File: src/rtl/uart_rx_fifo_if.sv
// Receive-stream bundle between the UART receiver FIFO and its consumer.
// The receiver side (master) presents the FIFO head; the consumer (slave) returns ready.
interface uart_rx_fifo_if #(
    parameter int DATA_BITS  = 8,
    parameter int FIFO_DEPTH = 4
);
    logic [DATA_BITS-1:0]           rx_data;
    logic                           rx_valid;
    logic                           rx_ready;
    logic [$clog2(FIFO_DEPTH):0]    fifo_count;

    modport master (
        output rx_data,
        output rx_valid,
        output fifo_count,
        input  rx_ready
    );

    modport slave (
        input  rx_data,
        input  rx_valid,
        input  fifo_count,
        output rx_ready
    );
endinterface

File: src/rtl/uart_rx_fifo.sv
// UART receiver with glitch-rejecting start detection, optional parity,
// a show-ahead receive FIFO and sticky frame/parity/overrun flags.
module uart_rx_fifo #(
    parameter int CLKS_PER_BIT = 104,
    parameter int DATA_BITS    = 8,
    parameter int PARITY       = 0,
    parameter int FIFO_DEPTH   = 4,
    parameter int SYNC_STAGES  = 2
) (
    input  logic                  iCE_CLK,
    input  logic                  rst_n,
    input  logic                  RX,
    input  logic                  clr_err,
    output logic                  frame_err,
    output logic                  parity_err,
    output logic                  overrun,
    uart_rx_fifo_if.master        rxs
);
    localparam int CW   = $clog2(CLKS_PER_BIT);
    localparam int BW   = (DATA_BITS > 1) ? $clog2(DATA_BITS) : 1;
    localparam int AW   = $clog2(FIFO_DEPTH);
    localparam int CNTW = AW + 1;
    localparam int FW   = $clog2(SYNC_STAGES + 1);

    typedef enum logic [2:0] {
        S_IDLE, S_START, S_DATA, S_PAR, S_STOP, S_BREAK
    } state_t;

    function automatic logic parity_bad(input logic [DATA_BITS-1:0] d, input logic p);
        logic x;
        x = (^d) ^ p;
        return (PARITY == 1) ? ~x : x;
    endfunction

    logic [SYNC_STAGES-1:0] sync;
    logic                   rx_s;
    logic                   rx_q;
    logic [FW-1:0]          fill_cnt;
    logic                   fill_done;
    logic                   armed;
    logic                   fall;

    state_t                 state;
    logic [CW-1:0]          clk_cnt;
    logic [BW-1:0]          bit_cnt;
    logic [DATA_BITS-1:0]   shreg;
    logic                   par_bad;
    logic                   bit_tick;

    logic [DATA_BITS-1:0]   mem [FIFO_DEPTH];
    logic [AW-1:0]          wr_ptr;
    logic [AW-1:0]          rd_ptr;
    logic [CNTW-1:0]        count;
    logic                   full;
    logic                   push;
    logic                   pop;
    logic                   do_push;
    logic                   stop_tick;

    assign rx_s      = sync[SYNC_STAGES-1];
    assign fill_done = (fill_cnt == FW'(SYNC_STAGES));
    assign fall      = armed & rx_q & ~rx_s;
    assign bit_tick  = (clk_cnt == CW'(CLKS_PER_BIT - 1));

    // Synchroniser; the reset ones must be flushed before arming so a line
    // held low through reset release never looks like a start edge.
    always_ff @(posedge iCE_CLK or negedge rst_n) begin
        if (!rst_n) begin
            sync     <= '1;
            rx_q     <= 1'b1;
            fill_cnt <= '0;
            armed    <= 1'b0;
        end else begin
            sync <= {sync[SYNC_STAGES-2:0], RX};
            rx_q <= rx_s;
            if (!fill_done)
                fill_cnt <= fill_cnt + FW'(1);
            if (fill_done && rx_s)
                armed <= 1'b1;
        end
    end

    always_ff @(posedge iCE_CLK or negedge rst_n) begin
        if (!rst_n) begin
            state   <= S_IDLE;
            clk_cnt <= '0;
            bit_cnt <= '0;
            shreg   <= '0;
            par_bad <= 1'b0;
        end else begin
            case (state)
                S_IDLE: begin
                    if (fall) begin
                        state   <= S_START;
                        clk_cnt <= '0;
                        bit_cnt <= '0;
                        par_bad <= 1'b0;
                    end
                end
                S_START: begin
                    if (clk_cnt == CW'(CLKS_PER_BIT / 2 - 1)) begin
                        clk_cnt <= '0;
                        state   <= rx_s ? S_IDLE : S_DATA;
                    end else begin
                        clk_cnt <= clk_cnt + CW'(1);
                    end
                end
                S_DATA: begin
                    if (bit_tick) begin
                        clk_cnt <= '0;
                        shreg   <= {rx_s, shreg[DATA_BITS-1:1]};
                        bit_cnt <= bit_cnt + BW'(1);
                        if (bit_cnt == BW'(DATA_BITS - 1))
                            state <= (PARITY != 0) ? S_PAR : S_STOP;
                    end else begin
                        clk_cnt <= clk_cnt + CW'(1);
                    end
                end
                S_PAR: begin
                    if (bit_tick) begin
                        clk_cnt <= '0;
                        par_bad <= parity_bad(shreg, rx_s);
                        state   <= S_STOP;
                    end else begin
                        clk_cnt <= clk_cnt + CW'(1);
                    end
                end
                S_STOP: begin
                    if (bit_tick) begin
                        clk_cnt <= '0;
                        state   <= rx_s ? S_IDLE : S_BREAK;
                    end else begin
                        clk_cnt <= clk_cnt + CW'(1);
                    end
                end
                S_BREAK: begin
                    if (rx_s)
                        state <= S_IDLE;
                end
                default: state <= S_IDLE;
            endcase
        end
    end

    // Frame outcome is decided in the stop-sample cycle; the FIFO and flags
    // absorb it on the same edge the FSM leaves STOP.
    assign stop_tick = (state == S_STOP) && bit_tick;
    assign push      = stop_tick & rx_s & ~par_bad;
    assign full      = (count == CNTW'(FIFO_DEPTH));
    assign pop       = rxs.rx_valid & rxs.rx_ready;
    assign do_push   = push & (~full | pop);

    always_ff @(posedge iCE_CLK or negedge rst_n) begin
        if (!rst_n) begin
            for (int i = 0; i < FIFO_DEPTH; i++)
                mem[i] <= '0;
            wr_ptr <= '0;
            rd_ptr <= '0;
            count  <= '0;
        end else begin
            if (do_push) begin
                mem[wr_ptr] <= shreg;
                wr_ptr      <= wr_ptr + AW'(1);
            end
            if (pop)
                rd_ptr <= rd_ptr + AW'(1);
            case ({do_push, pop})
                2'b10:   count <= count + CNTW'(1);
                2'b01:   count <= count - CNTW'(1);
                default: count <= count;
            endcase
        end
    end

    // A new error event in the same cycle as clr_err takes priority.
    always_ff @(posedge iCE_CLK or negedge rst_n) begin
        if (!rst_n) begin
            frame_err  <= 1'b0;
            parity_err <= 1'b0;
            overrun    <= 1'b0;
        end else begin
            if (stop_tick && !rx_s)
                frame_err <= 1'b1;
            else if (clr_err)
                frame_err <= 1'b0;

            if (stop_tick && rx_s && par_bad)
                parity_err <= 1'b1;
            else if (clr_err)
                parity_err <= 1'b0;

            if (push && full && !pop)
                overrun <= 1'b1;
            else if (clr_err)
                overrun <= 1'b0;
        end
    end

    assign rxs.rx_data    = mem[rd_ptr];
    assign rxs.rx_valid   = (count != '0);
    assign rxs.fifo_count = count;
endmodule

File: src/flat_wrapper.sv
// flat-port wrapper written by rule: the top's interface ports become plain ports
module uart_rx_fifo_flat 
#(
    parameter int CLKS_PER_BIT = 104,
    parameter int DATA_BITS    = 8,
    parameter int PARITY       = 0,
    parameter int FIFO_DEPTH   = 4,
    parameter int SYNC_STAGES  = 2
)
  (iCE_CLK, rst_n, RX, clr_err, frame_err, parity_err, overrun, rxs_rx_data, rxs_rx_valid, rxs_fifo_count, rxs_rx_ready);
  uart_rx_fifo_if #(.DATA_BITS(DATA_BITS), .FIFO_DEPTH(FIFO_DEPTH)) rxs_i ();
  input  logic iCE_CLK;
  input  logic rst_n;
  input  logic RX;
  input  logic clr_err;
  output logic frame_err;
  output logic parity_err;
  output logic overrun;
  output wire logic [$bits(rxs_i.rx_data)-1:0] rxs_rx_data;
  output wire logic [$bits(rxs_i.rx_valid)-1:0] rxs_rx_valid;
  output wire logic [$bits(rxs_i.fifo_count)-1:0] rxs_fifo_count;
  input wire logic [$bits(rxs_i.rx_ready)-1:0] rxs_rx_ready;
  assign rxs_rx_data = rxs_i.rx_data;
  assign rxs_rx_valid = rxs_i.rx_valid;
  assign rxs_fifo_count = rxs_i.fifo_count;
  assign rxs_i.rx_ready = rxs_rx_ready;
  uart_rx_fifo #(.CLKS_PER_BIT(CLKS_PER_BIT), .DATA_BITS(DATA_BITS), .PARITY(PARITY), .FIFO_DEPTH(FIFO_DEPTH), .SYNC_STAGES(SYNC_STAGES)) u_core (.iCE_CLK(iCE_CLK), .rst_n(rst_n), .RX(RX), .clr_err(clr_err), .frame_err(frame_err), .parity_err(parity_err), .overrun(overrun), .rxs(rxs_i));
endmodule
File: config.mk
export PLATFORM = sky130hd
export DESIGN_NAME = uart_rx_fifo_flat
export DESIGN_NICKNAME = d
export VERILOG_FILES = /design/src/rtl/uart_rx_fifo_if.sv /design/src/rtl/uart_rx_fifo.sv /design/src/flat_wrapper.sv
export SDC_FILE = /design/constraint.sdc
export NUM_CORES = 1
export LEC_CHECK = 0
export CAP_MARGIN = 25
export CORE_UTILIZATION = 30
export DETAILED_ROUTE_END_ITERATION = 8
export DONT_BUFFER_PORTS = 1
export PLACE_DENSITY = 0.48
export RECOVER_POWER = 50
export SLEW_MARGIN = 0
export SYNTH_ARGS = -nofsm -noshare
export SYNTH_HDL_FRONTEND = slang
export SYNTH_SLANG_ARGS = --single-unit
File: constraint.sdc
create_clock -name iCE_CLK -period 6.14 [get_ports iCE_CLK]
set_clock_uncertainty 0.05 [all_clocks]
set_input_delay 0.921 -clock iCE_CLK [delete_from_list [all_inputs] [get_ports iCE_CLK]]
set_output_delay 0.921 -clock iCE_CLK [all_outputs]
set_load 0.005 [all_outputs]
After elaboration in Yosys (flattened, before gate mapping)
Index checks and enable logic that the tools add are counted.
{"block": "op_classes", "n_mul": 0, "reduce_logical": 26, "n_mux": 31, "n_shift": 0, "n_div": 0, "n_eq_ne": 19, "n_lt_le_gt_ge": 3, "bitwise_logic": 13, "n_addsub": 7}
{"op": "32-bit bitwise mux", "count": 1}
{"op": "3-bit two-way mux", "count": 10}
{"op": "8-bit two-way mux", "count": 3}
{"op": "7-bit two-way mux", "count": 3}
{"op": "7-bit one-hot mux with 3 select lines", "count": 1}
{"op": "3-bit one-hot mux with 6 select lines", "count": 1}
{"op": "8-bit binary-select mux with 2-bit select", "count": 1}
{"op": "8-bit demux with 2-bit select", "count": 1}
{"op": "2-bit by 1-bit inequality test with 1-bit output, second input constant", "count": 7}
{"op": "3-bit equality test, second input constant", "count": 4}
{"op": "3-bit one-hot mux with 2 select lines", "count": 2}
{"op": "2-bit nonzero test", "count": 6}
{"op": "1-bit logical AND", "count": 8}
{"op": "8-bit XOR reduction", "count": 1}
{"op": "7-bit by 1-bit adder with 7-bit output, second input constant", "count": 1}
{"op": "7-bit by 6-bit equality test with 1-bit output, second input constant", "count": 1}
{"op": "7-bit equality test, second input constant", "count": 1}
{"op": "7-bit AND reduction", "count": 1}
{"op": "2-bit by 1-bit adder with 2-bit output, second input constant", "count": 3}
{"op": "3-bit by 1-bit adder with 3-bit output, second input constant", "count": 2}
{"op": "1-bit bitwise AND", "count": 6}
{"op": "3-bit by 2-bit equality test with 1-bit output, second input constant", "count": 2}
{"op": "3-bit greater-or-equal comparator, second input constant", "count": 2}
{"op": "1-bit two-way mux", "count": 6}
{"op": "17 further kinds", "count": 25}
{"block": "totals", "romBits": 0, "ramBits": 0, "memories": 0, "out_inout_bits": 15, "regBits": 70, "latchBits": 0, "input_bits": 5, "word_cells": 118}

Logic depth before layout (Yosys ltp)
Gate-level depths: netlist of run 1.
{"block": "depth", "ltp_word": 7, "ltp_mapped": 10}

Worst setup path before layout of run 1
No wires, ideal clock.
{"block": "synth_path", "path_kind": "input to register", "startpoint": "in rxs_rx_ready", "endpoint": "reg u_core.count[2] (netlist: u_core.rxs.fifo_count[2])", "setup_time_ns": 0.079, "path_slack_ns": 3.403, "stages": 8, "t_arrival_ns": 2.608, "path_buffers": 0, "required_time_ns": 6.011, "cell_sequence": "nor4b_1 -> or3_1 -> ha_1 -> inv_1 -> fa_1 -> xor2_1 -> nor2_1 -> xor2_1"}
{"block": "synth_between", "elab_chain_len": 5}
{"item": "start: declaration", "line": "flat_wrapper.sv:22", "rtl": "input wire logic [$bits(rxs_i.rx_ready)-1:0] rxs_rx_ready;"}
{"item": "1-bit bitwise AND *", "line": "uart_rx_fifo.sv:150", "rtl": "assign pop = rxs.rx_valid & rxs.rx_ready;"}
{"item": "1-bit OR", "line": "uart_rx_fifo.sv:151", "rtl": "assign do_push = push & (~full | pop);"}
{"item": "1-bit bitwise AND", "line": "uart_rx_fifo.sv:151"}
{"item": "2-bit by 1-bit equality test with 1-bit output or 2-bit equality test (tied branches)", "line": "uart_rx_fifo.sv:167", "rtl": "case ({do_push, pop})"}
{"item": "3-bit one-hot mux with 2 select lines or 2-bit nonzero test (tied branches)"}
{"item": "end signal: assignment", "line": "uart_rx_fifo.sv:168", "rtl": "2'b10: count <= count + CNTW'(1);"}
{"item": "end signal: assignment", "line": "uart_rx_fifo.sv:169", "rtl": "2'b01: count <= count - CNTW'(1);"}
{"item": "end signal: assignment", "line": "uart_rx_fifo.sv:170", "rtl": "default: count <= count;"}
{"item": "end: declaration", "line": "uart_rx_fifo.sv:53", "rtl": "logic [CNTW-1:0] count;"}
Mark *: on every way between the ends. The rest lies on a longest branch, timed or not.
A chain may end at the register's enable or synchronous reset.

Worst setup path after layout of run 1
{"block": "layout_path", "startpoint": "reg u_core.sync[1]", "endpoint": "reg u_core.count[2] (netlist: u_core.rxs.fifo_count[2])"}
{"block": "layout_between", "elab_chain_len": 5}
{"item": "start: declaration", "line": "uart_rx_fifo.sv:35", "rtl": "logic [SYNC_STAGES-1:0] sync;"}
{"item": "start signal: assignment", "line": "uart_rx_fifo.sv:74", "rtl": "sync <= {sync[SYNC_STAGES-2:0], RX};"}
{"item": "1-bit bitwise AND * (2 in series)", "line": "uart_rx_fifo.sv:148", "rtl": "assign push = stop_tick & rx_s & ~par_bad;"}
{"item": "1-bit bitwise AND *", "line": "uart_rx_fifo.sv:151"}
{"item": "2-bit by 1-bit equality test with 1-bit output or 2-bit equality test (tied branches)", "line": "uart_rx_fifo.sv:167"}
{"item": "3-bit one-hot mux with 2 select lines or 2-bit nonzero test (tied branches)"}
Marks and branches as above.

==> metrics.txt, run 1 <==
die area 11500 sq um; Yosys Warn Count 0; dpl cells a little over 400; final cell count without fillers 419; Rows 38; status completed; max frequency roughly 0.35 GHz; critical-path maximum fanout 7; number of post-CTS setup repair buffers 0; Min-Delay Path Class primary input to asynchronous set/reset pin; Area Growth Syn to Fin 10.1%; leading cell type by number of instances after synthesis dfrtp_1; gr ovfl total 0; Slew headroom approximately half; area share of the largest cell type after synthesis 50.5%; DR WL/cell 14.9 um; CTS Buf Count 9; CP required roughly 6.3 ns; ys async rst share 100%; Final period util a little under half; Syn Area/Cell around 12 sq um; vias in the first global route between 2000 and 2500; Fin. Hold Viols 0; # hold bufs at CTS 0; Clock Sinks 70; EDFF count, synth 0; LEAKAGE ~1.7 nW; nature of the critical path startpoint flop; IR drop worst, VDD between 200 and 250 uV; post-synth cell types 45; total core area 10800 sq um; MaxCap Viol Count 0; Synth area leaders dfrtp_1, mux2_2, mux4_2, nand2_1, ha_1; # DRC 0; Worst setup EP type flop; fraction of layout cells with a size suffix above 1 ~24%; CTS tree yes; Clk Latency, worst-skew pair ~0.35 ns; detailed-route via count between 2000 and 2500; initial antenna violation count 0; #FFs+latches synth 70; Synth Flop Type dfrtp_1; pre-CTS setup slack 3.23 ns; Die H roughly 110 um; Cell Area, Synth 3320 sq um; Hold Slack roughly 0.2 ns; gr usage total approximately an eighth; area leader, netlist dfrtp_1; Detailed Route WL approximately 6300 um; global-route wire length before repair approximately 11000 um; io pins 20; top post-synthesis cells by count dfrtp_1, mux2_2, nand2_1; Clk pin slew, worst setup/hold paths ~0.080 ns; Port Buffers 0; CTS H-tree lvls 3; layout filler cell count approximately 1100; Seq/Total Area, Yosys ~53%; largest net degree at the start of global routing between 70 and 80; final setup violation count 0; GPL Wtd Cong ~0.71; vias per cell 4.89; router iterations before antenna repair 4; root buf cell clkbuf_8; # nets final roughly 290; Ant. Diodes 0; worst setup margin roughly 3.3 ns; count of cells resized by post-cts repair 0; antenna-violating nets left 0; Syn Inst Count roughly 270; DRT iter0 DRCs between 40 and 50; DIE WIDTH 107 um; Post-Route Setup TNS 0 ns; initial core utilization approximately 31%; Critical Path AT between 3 and 4 ns; Longest Clk Path Bufs 2; RSZ-0062 raised after global routing no; minimum clock period roughly 2.8 ns; Crit Path Class flop to flop; hpwl dp 4110 um; Worst-Margin Slew approximately 0.73 ns; Net Count, Synth ~290; Slew Viols, Final 0; power density over the cells 318 nW/um^2
[per-stage QoR]
stage               util [%]  cell area (sq um)  power (W)
detailed placement      32.1               3470   0.000814
floorplan                  -               3320   0.000758
global route            33.9               3660    0.00125
global placement        32.1               3470   0.000810
CTS                     33.9               3660    0.00119
finish                  33.9               3660    0.00116
[sequential cells by signal (all words and copies together) (netlist names)]
register               flops
u_core.frame_err           1
u_core.state               3
u_core.clk_cnt             7
u_core.par_bad             1
u_core.rxs.fifo_count      3
u_core.wr_ptr              2
u_core.sync                2
u_core.overrun             1
u_core.fill_cnt            2
u_core.shreg               8
u_core.rx_q                1
u_core.mem                32
u_core.armed               1
u_core.rd_ptr              2
u_core.parity_err          1
u_core.bit_cnt             3
[path summary, 6_finish.rpt]
path                                 from                  endpoint  slack, ns  cells after the start
max                        u_core.sync[1]  u_core.rxs.fifo_count[2]       3.30                      9
min                                 rst_n            u_core.mem[25]       0.20                      0
max reg2reg                u_core.sync[1]  u_core.rxs.fifo_count[2]       3.30                      9
min reg2reg                u_core.sync[0]            u_core.sync[1]       0.32                      0
min in group iCE_CLK       u_core.sync[0]            u_core.sync[1]       0.32                      0
max in group asynchronous           rst_n               u_core.rx_q       5.62                      0
[cells by family (layout without fill, tap and decap cells)]
| logic type | Yosys count | count (layout) | synth area share [%] |
|---|---|---|---|
| buf+inv | 21 | 29 | 2.37 |
| mux | 43 | 43 | 17.2 |
| flops | 70 | 70 | 52.8 |
| fa+ha+maj | 10 | 10 | 3.99 |
| compound gates | 41 | 41 | 7.72 |
| simple gates | 71 | 71 | 11.9 |
| xor+xnor | 15 | 15 | 3.95 |
[final cells by class]
cell class / count / area, sq um / share of cell area (%)
inverter: 13 / 48.8 / 1.33
tap: 140 / 175 / 4.79
multi-input combinational: 180 / 1490 / 40.7
sequential: 70 / 1760 / 48.0
clock buffer: 11 / 131 / 3.59
clock inverter: 5 / 60.1 / 1.64
[cells in the final DEF (no fill, tap or decap), types with 2 or more instances in the layout]
master	Yosys	final
a21o_1	2	2
a21oi_1	5	5
a22o_1	3	3
clkbuf_1	6	2
clkbuf_8	0	9
clkinv_4	0	2
dfrtp_1	67	67
dfstp_2	3	2
ha_1	9	9
inv_1	13	13
mux2_1	2	2
mux2_2	32	32
mux4_2	8	8
nand2_1	32	32
nand2_4	4	4
nand2b_1	2	2
nand3_1	6	6
nand4b_1	2	2
nor2_1	6	6
o211ai_1	2	2
o21ai_0	18	18
o22ai_1	2	2
o31ai_1	2	2
or2_2	2	2
or3_1	6	6
xnor2_1	11	11
xor2_1	4	4
[critical path, stage by stage, from the launching register on]
cell,delay [ns]
dfstp_1,0.70
inv_1,0.19
or4_4,0.61
or3_1,0.37
ha_1,0.22
inv_1,0.07
fa_1,0.17
xor2_1,0.14
nor2_1,0.07
xor2_1,0.14
[power breakdown]
group	internal [W]	switching (W)
clock	0.000188	0.000175
combinational	0.000108	0.000111
sequential	0.000498	0.0000837
[routing by layer]
metal  global-route usage [%]  up-vias  wire (um)
met4                     4.21        0         88
met2                     19.7       22       2960
met1                     14.9     1054       2980
li1                         -      963          -
met5                        0        -          0
met3                     4.84        9        223
Note: power is estimated with default switching activity, not from simulation.
==> run 2: changes to the inputs <==
--- a/config.mk
+++ b/config.mk
@@ -9,7 +9,7 @@
 export CORE_UTILIZATION = 30
 export DETAILED_ROUTE_END_ITERATION = 8
 export DONT_BUFFER_PORTS = 1
-export PLACE_DENSITY = 0.48
+export PLACE_DENSITY = 0.49
 export RECOVER_POWER = 50
 export SLEW_MARGIN = 0
 export SYNTH_ARGS = -nofsm -noshare
==> constraint.sdc (replaced) <==
create_clock -name iCE_CLK -period 2.3 [get_ports iCE_CLK]
set_clock_uncertainty 0.05 [all_clocks]
set_input_delay 0.345 -clock iCE_CLK [delete_from_list [all_inputs] [get_ports iCE_CLK]]
set_output_delay 0.345 -clock iCE_CLK [all_outputs]
set_load 0.005 [all_outputs]
==> run 2 against run 1 <==
Compared with the run above: highest routed layer unchanged; critical endpoint unchanged; critical path type unchanged; die area did not move; sequential power rose by 150%; the run now ends with max-capacitance violations, max-slew violations, negative setup slack left; worst setup slack got worse by 3.5 ns.
==> metrics.txt, run 2 (same netlist as run 1, synthesis figures left out) <==
status finished, violations left; failing checks max-capacitance violations, max-slew violations, negative setup slack; io pins 20; Longest Clk Path Bufs 2; gr ovfl total 0; initial core utilization between 30% and 40%; sw frac approximately 33%; Rows 38; Hold Crit Depth 1; minimum clock period around 2.5 ns; antenna-violating nets left 0; total core area approximately 11000 sq um; Power, Total 0.00326 W; Min-Delay Path Class primary input to flop; Hold EP u_core.overrun; dpl cells roughly 430; Worst setup EP type flop; Worst-Margin Slew between 1.5 and 2 ns; fraction of layout cells with a size suffix above 1 roughly 33%; # DRC 0; Slew Viols, Final between 70 and 80; Detailed Route WL 6450 um; hpwl dp 4370 um; R2R depth 9; largest net degree at the start of global routing 71; Die H 107 um; clock share of power about 28%; gr usage total approximately an eighth; Critical Path, Cell by Cell or3b_4 > or4_4 > or3_1 > ha_2 > inv_2 > fa_1 > xor2_1 > nor2_1 > xor2_1; Critical R2R Capture u_core.rxs.fifo_count[2]; R2R Setup Slk -0.17 ns; Sequential Power Share between 40% and 50%; Fin. Hold Viols 0; Largest register FFs 32; number of post-CTS setup repair buffers 0; DRT iter0 DRCs 68; root buf cell clkbuf_8; final setup violation count 2; CP required between 2 and 2.5 ns; detailed-route via count 2110; power density over the cells 827 nW/um^2; Clock Sinks 70; GPL Wtd Cong 0.713; Worst path max stage delay roughly 0.42 ns; Area Growth Syn to Fin 18.8%; Clk Latency, worst-skew pair 0.35 ns; Crit Path Class flop to flop; critical-path maximum fanout 2; commonest cells after routing, fill and taps aside dfrtp_1, nand2_1, mux2_2; MaxCap Viol Count 1; RSZ-0062 raised after global routing yes; router iterations before antenna repair 4; most flop-heavy register u_core.mem; origin of the worst min-delay path clr_err; vias in the first global route approximately 2200; Critical Path AT ~2.7 ns; Port Buffers 0; Regs by FF count u_core.mem: 32 flops, u_core.shreg: 8 flops, u_core.clk_cnt: 7 flops; initial antenna violation count 0; Final period util 107%; max frequency 0.405 GHz; P_sw approximately 0.0011 W; DR WL/cell about 14 um; LEAKAGE about 1.8 nW; layout filler cell count approximately 1100; CTS Buf Count 9; IR drop worst, VDD approximately 390 uV; Slew headroom -14.4%; CTS tree yes; internal power around 0.0022 W; Clk pin slew, worst setup/hold paths approximately 0.080 ns; CTS H-tree lvls 3; global-route wire length before repair approximately 11000 um; most common cell after layout, fill and taps aside dfrtp_1; # nets final 318; Ant. Diodes 0; Worst R2R Start u_core.state[1]; die area approximately 12000 sq um; worst setup margin -0.170 ns; final cell count without fillers around 450; combinational fraction of design power 27.9%; CP max stage cell or4_4; critical path's most frequent cell xor2_1; DIE WIDTH between 100 and 150 um; vias per cell between 4 and 5; nature of the critical path startpoint flop
[run 2: what timing repair did]
action                     in CTS  in global routing
setup endpoints to repair       6                  8
resized for setup               4                  3
pin swaps                       1                  2
hold buffers                    3                  1
hold endpoints to repair       71                  1
[run 2: power by group through the flow]
stage | clock network (W) | registers [W] | logic (W)
final | 0.000920 | 0.00143 | 0.000912
after global routing | 0.00103 | 0.00145 | 0.00103
after CTS | 0.000973 | 0.00144 | 0.000914
after detailed placement | 0 | 0.00146 | 0.000877
after global placement | 0 | 0.00146 | 0.000866
after floorplan | 0 | 0.00142 | 0.000622
[run 2: how the worst max path moves through the flow]
| stage | start | endpoint | cells past startpoint |
|---|---|---|---|
| global route | u_core.state[1] | u_core.rxs.fifo_count[2] | 9 |
| finish | u_core.state[1] | u_core.rxs.fifo_count[2] | 9 |
| detailed placement | u_core.state[1] | u_core.rxs.fifo_count[2] | 9 |
| floorplan | u_core.state[0] | u_core.rxs.fifo_count[2] | 9 |
| CTS | u_core.state[1] | u_core.rxs.fifo_count[2] | 9 |
| global placement | u_core.state[1] | u_core.rxs.fifo_count[2] | 9 |
[run 2: final cells by class]
class                           instances  area [sq um]  area share (%)
Tap cell                              140           175            4.44
Clock buffer                           10           138            3.49
Inverter                               13          48.8            1.24
Clock inverter                          6          46.3            1.17
Timing Repair Buffer                   29           231            5.86
Multi-Input combinational cell        180          1550            39.4
Sequential cell                        70          1760            44.5
[run 2: worst max-delay path, delay by kind of cell (launching register included)]
kind          cells  cell delay, ns
simple gates      4            1.23
flops             1            0.38
fa+ha+maj         2            0.37
xor+xnor          2            0.27
buf+inv           1            0.05
[run 2: metal layers]
metal	vias up	wire length [um]	global-route usage (%)
met5	-	0	0
met2	25	3130	20.4
met4	0	75	4.60
met1	1052	3040	16.2
met3	7	198	4.30
li1	1026	-	-
[run 2: stage by stage]
step	hold WS (ns)	TNS [ns]	utilization (%)	instance area, sq um	setup slack (ns)
2_1_floorplan	-0.000591	-0.358	-	3350	-0.178
3_3_place_gp	0.00104	-0.257	34.2	3690	-0.149
3_5_place_dp	0.00155	-0.311	34.2	3690	-0.164
4_1_cts	0.0108	-0.352	36.7	3960	-0.192
5_1_grt	0.0281	-8.38	36.6	3950	-0.295
6_report	0.0476	-0.323	36.6	3950	-0.170
